### src/rtl/digit_scan_ctrl.sv
// Scan controller for a four-digit seven-segment display: double-buffered value,
// frame-aligned updates, per-dwell blanking and lamp test, all outputs registered.
module digit_scan_ctrl #(
  parameter int SCAN_DIV     = 4096,
  parameter int BLANK_CYCLES = 16
) (
  input  logic        clk,
  input  logic        rst,
  input  logic        load,
  input  logic [15:0] digits_in,
  input  logic [3:0]  dp_in,
  input  logic        lamp_test,
  output logic [3:0]  showDigit,
  output logic [5:0]  showNum,
  output logic        pending,
  output logic        frame_done
);

  localparam int            CW        = $clog2(SCAN_DIV);
  localparam logic [CW-1:0] DWELL_MAX = CW'(SCAN_DIV - 1);
  localparam logic [CW:0]   BLANK_LIM = (CW + 1)'(BLANK_CYCLES);
  localparam logic [5:0]    LAMP_CODE = 6'b101111;

  logic [CW-1:0] dwell_q, dwell_d;
  logic [1:0]    pos_q, pos_d;
  logic [15:0]   act_dig_q, act_dig_d;
  logic [3:0]    act_dp_q, act_dp_d;
  logic [15:0]   pend_dig_q, pend_dig_d;
  logic [3:0]    pend_dp_q, pend_dp_d;
  logic          pend_vld_q, pend_vld_d;
  logic [3:0]    show_digit_q, show_digit_d;
  logic [5:0]    show_num_q, show_num_d;
  logic          frame_done_q, frame_done_d;
  logic          wrap_s;
  logic          boundary_s;
  logic          blank_s;

  function automatic logic [3:0] pick_nibble(input logic [15:0] v, input logic [1:0] idx);
    logic [3:0] nib;
    case (idx)
      2'd0:    nib = v[3:0];
      2'd1:    nib = v[7:4];
      2'd2:    nib = v[11:8];
      2'd3:    nib = v[15:12];
      default: nib = 4'd0;
    endcase
    return nib;
  endfunction

  // Next-state for scan position, buffers, and the registered outputs.
  always_comb begin
    wrap_s       = (dwell_q == DWELL_MAX);
    boundary_s   = wrap_s && (pos_q == 2'd3);
    dwell_d      = wrap_s ? {CW{1'b0}} : dwell_q + CW'(1);
    pos_d        = wrap_s ? pos_q + 2'd1 : pos_q;
    act_dig_d    = act_dig_q;
    act_dp_d     = act_dp_q;
    pend_dig_d   = pend_dig_q;
    pend_dp_d    = pend_dp_q;
    pend_vld_d   = pend_vld_q;

    // A load on the boundary bypasses the buffer and discards anything older.
    if (load) begin
      if (boundary_s) begin
        act_dig_d  = digits_in;
        act_dp_d   = dp_in;
        pend_vld_d = 1'b0;
      end else begin
        pend_dig_d = digits_in;
        pend_dp_d  = dp_in;
        pend_vld_d = 1'b1;
      end
    end else if (boundary_s && pend_vld_q) begin
      act_dig_d  = pend_dig_q;
      act_dp_d   = pend_dp_q;
      pend_vld_d = 1'b0;
    end else begin
      pend_vld_d = pend_vld_q;
    end

    blank_s      = ({1'b0, dwell_d} < BLANK_LIM);
    show_digit_d = {2'b00, pos_d} + 4'd1;
    if (lamp_test) begin
      show_num_d = LAMP_CODE;
    end else if (blank_s) begin
      show_num_d = 6'b000000;
    end else begin
      show_num_d = {act_dp_d[pos_d], 1'b0, pick_nibble(act_dig_d, pos_d)};
    end
    frame_done_d = boundary_s;
  end

  // State and output registers.
  always_ff @(posedge clk or posedge rst) begin
    if (rst) begin
      dwell_q      <= {CW{1'b0}};
      pos_q        <= 2'd0;
      act_dig_q    <= 16'h0000;
      act_dp_q     <= 4'b0000;
      pend_dig_q   <= 16'h0000;
      pend_dp_q    <= 4'b0000;
      pend_vld_q   <= 1'b0;
      show_digit_q <= 4'd1;
      show_num_q   <= 6'b000000;
      frame_done_q <= 1'b0;
    end else begin
      dwell_q      <= dwell_d;
      pos_q        <= pos_d;
      act_dig_q    <= act_dig_d;
      act_dp_q     <= act_dp_d;
      pend_dig_q   <= pend_dig_d;
      pend_dp_q    <= pend_dp_d;
      pend_vld_q   <= pend_vld_d;
      show_digit_q <= show_digit_d;
      show_num_q   <= show_num_d;
      frame_done_q <= frame_done_d;
    end
  end

  assign showDigit  = show_digit_q;
  assign showNum    = show_num_q;
  assign pending    = pend_vld_q;
  assign frame_done = frame_done_q;

endmodule

### config.mk
export PLATFORM = sky130hd
export DESIGN_NAME = digit_scan_ctrl
export DESIGN_NICKNAME = d
export VERILOG_FILES = /design/src/rtl/digit_scan_ctrl.sv
export SDC_FILE = /design/constraint.sdc
export NUM_CORES = 1
export LEC_CHECK = 0
export ABC_AREA = 1
export BUFFER_PORTS_ARGS = -buffer_cell sky130_fd_sc_hd__buf_4
export CAP_MARGIN = 30
export CORE_ASPECT_RATIO = 0.9
export CORE_MARGIN = 1.5
export CORE_UTILIZATION = 55
export CTS_CLUSTER_DIAMETER = 150
export DETAILED_ROUTE_END_ITERATION = 8
export GPL_TIMING_DRIVEN = 1
export PLACE_DENSITY = 0.75
export SLEW_MARGIN = 30
export SYNTH_ARGS = -nofsm -noshare
export SYNTH_HDL_FRONTEND = slang
export SYNTH_SLANG_ARGS = --single-unit
export TNS_END_PERCENT = 10
### constraint.sdc
create_clock -name clk -period 2.4 [get_ports clk]
set_input_delay 0.24 -clock clk [delete_from_list [all_inputs] [get_ports clk]]
set_output_delay 0.24 -clock clk [all_outputs]
set_load 0.02 [all_outputs]
==> impl_metrics.ini <==
[place]
hpwl_mm = 5.47
port_buffers = 33
gp_congestion = 0.881

[floorplanning]
rows = 26
core-area_um2 = 5820
initial_core_util_pct = 58.2
ioPinCount = 36
fp.dieW_um = 85.7
die_area_um2 = 6640
die_h_um = 77.5

[timing]
drv_slew = 0
setup_viol = 0
post-route-period-util_pct = 93.6
tightest_slew_ps = 628
fmax_mhz = 445
slew_headroom_pct = 58.1
timing.setup.tns_ps = 0
fin_crit_ps = 2250
final-hold-violation-count = 0
clock_skew_ps = 6.53

[logic_synthesis]
yosys.area.top_type_share_pct = 46.5
yosysMostFrequentCell = nand2_1
synth.distinct_cells = 33
async_flop_share_pct = 100
ys_top_cells_by_count = 111 x nand2_1, 68 x nand3_1, 63 x dfrtp_1, 36 x inv_1, 18 x nand4_1
yosysSeqAreaShare_pct = 47.3
synthCells = 409
synth_edf_count = 0
ys.flop_type = dfrtp_1
synth_area_leader_cell = dfrtp_1
synth_top_cells_by_area = dfrtp_1 47%, nand2_1 12%, nand3_1 10%, mux2_2 5.3%, inv_1 4.0%
syn_area_per_cell_um2 = 8.28
yosysWarnings = 0
ys_seq_elements = 64
synth_area_um2 = 3390

[finish]
antennaDiodeCount = 0
layout-drive-gt1-share_pct = 23.2
syn2layout_area_growth_pct = 20.0
n_fill_cell = 470
nNetsFinal = 489
ff_latch_area_um2 = 1600
multi_input_area_um2 = 1570

[global_route]
antenna_found_initial = 0
grt_pass1_vias = 2885
grt_pass1_wl_mm = 13.3
gr-usage-all-layers_pct = 25.7
gr-total-overflow = 0
grt_max_degree = 37

[cts]
cts_tree = done
clk_pin_slew_ps = 70
h-tree-depth = 3
cts-buffers-inserted = 9
cts-root-buf = clkbuf_8
clockBufferDepth = 2
cts.sinks = 64
clk_latency_ps = 350

[setup_path]
critPathMostFrequentCell = nand2_1
path_class = reg -> reg
required_ps = 2690
rrSetupSlack_ps = 150
crit_fanout = 8
crit_family = simple AND/OR/NAND/NOR gates
timing.rr.start = dwell_q[0]
cpPeakStageDelay_ps = 360
path_buf_inv = 3
ff2ff_path_depth = 15
cp_slowest_cell = dfrtp_1
reg2reg_to = showNum[0]
worstSetupEndpointType = flop
critPathLaunchType = flop
arrival_ps = 2530
path_cells = ha_2 > nand2_2 > nor2_4 > nand2_4 > nor2_8 > buf_4 > o21ai_2 > inv_2 > ha_2 > nand3_1 > nand2_1 > inv_1 > nand2_1 > nand2_1 > nand2_1

[hold_path]
hold_depth = 2
hold_start = dp_in[1]
hp-class = in -> reg
holdPathEnd = pend_dp_q[1]

[power_and_ir_drop]
power_w = 0.00214
p_per_area_nw_per_um2 = 526
max-vdd-ir-drop_mv = 0.317
p_leak_nw = 2.09

[routing]
wirelength_mm = 7.88
drt-wirelength-per-cell_um = 14.8
antenna_left = 0
num_vias = 2915
drc = 0
drt_pass1_iterations = 4
drt_iter0_drc = 179
post_drt_via_cell_ratio = 5.48

[run_status]
run_status = complete, no violations

[flow_run]
maxCapViolations = 0
## layout by cell type (no fill, tap or decap), types with 8 or more instances in the layout
| master | count |
|---|---|
| a21oi_1 | 8 |
| and2_1 | 16 |
| buf_4 | 53 |
| clkbuf_8 | 10 |
| dfrtp_1 | 63 |
| inv_1 | 34 |
| mux2_2 | 16 |
| nand2_1 | 110 |
| nand3_1 | 68 |
| nand4_1 | 18 |
| nor2_1 | 11 |
## through the flow
| step | util [%] | setup slack (ps) | cell area (um^2) | hold WS (ps) | cells |
|---|---|---|---|---|---|
| 2_1_floorplan | - | 187 | 3390 | 384 | 410 |
| 3_3_place_gp | 64.2 | 80.5 | 3740 | 375 | 507 |
| 3_5_place_dp | 64.2 | 31.5 | 3740 | 370 | 507 |
| 4_1_cts | 67.0 | 7.50 | 3900 | 121 | 522 |
| 5_1_grt | 69.8 | -45.0 | 4070 | 122 | 532 |
| 6_report | 69.8 | 154 | 4070 | 130 | 532 |
## power by group
| part | internal, W | switching, W |
|---|---|---|
| Clock | 0.000391 | 0.000388 |
| Sequential | 0.00113 | 0.0000247 |
| Combinational | 0.0000902 | 0.000112 |
## worst max path at each step
stage | from | to | slack, ps | cells past startpoint
after global routing | dwell_q[1] | showNum[1] | -40 | 14
after floorplan | dwell_q[0] | showNum[0] | 190 | 16
after CTS | dwell_q[0] | showNum[2] | 8 | 14
after detailed placement | dwell_q[0] | showNum[2] | 30 | 15
after global placement | dwell_q[0] | showNum[2] | 80 | 15
final | dwell_q[0] | showNum[0] | 150 | 15
## metal layers
| layer | up-vias | GRT usage, % | share of wire (%) |
|---|---|---|---|
| met3 | 9 | 6.70 | 5.8 |
| met4 | 0 | 9.35 | 1.1 |
| met5 | - | 0 | 0 |
| met1 | 1403 | 35.1 | 45 |
| met2 | 85 | 39.6 | 48 |
| li1 | 1418 | - | - |
## cell type report
type                       count  area share (%)
clock buffer                  13            3.66
inverter                      45            4.16
clock inverter                 1           0.123
sequential                    64            39.4
tap                           70            2.15
multi-input combinational    281            38.6
timing repair buffer          58            11.9
## timing repair
| action | in CTS | in global routing |
|---|---|---|
| setup endpoints to repair | 0 | 26 |
| hold buffers | 1 | 0 |
| resized for setup | 0 | 15 |
| buffers inserted | 0 | 9 |
| hold endpoints to repair | 6 | 0 |
## worst register-to-register path, delay by kind of cell (launching register included)
family | cells | cell delay, ps
adders and majority gates | 2 | 440
DFF | 1 | 360
buffers and inverters | 3 | 360
AOI/OAI and AO/OA | 1 | 100
and+or+nand+nor | 9 | 920
## registers in the layout (all words and copies together), names as in the netlist
signal and cells:
pos_q 2, act_dig_q 16, showNum 5, act_dp_q 4, dwell_q 12, pending 1
pend_dp_q 4, frame_done 1, pend_dig_q 16, showDigit 3
## cell families (layout without fill, tap and decap cells)
logic type	Yosys count	after routing	share of synthesized area (%)
and+or+nand+nor	235	235	32.6
DFF	64	64	47.3
AOI/OAI and AO/OA	19	19	2.99
buffers and inverters	65	117	8.49
adders and majority gates	6	6	2.22
other	1	2	0.111
xor gates and xnor gates	3	3	0.997
muxes	16	16	5.32
(Power assumes the default switching activity.)
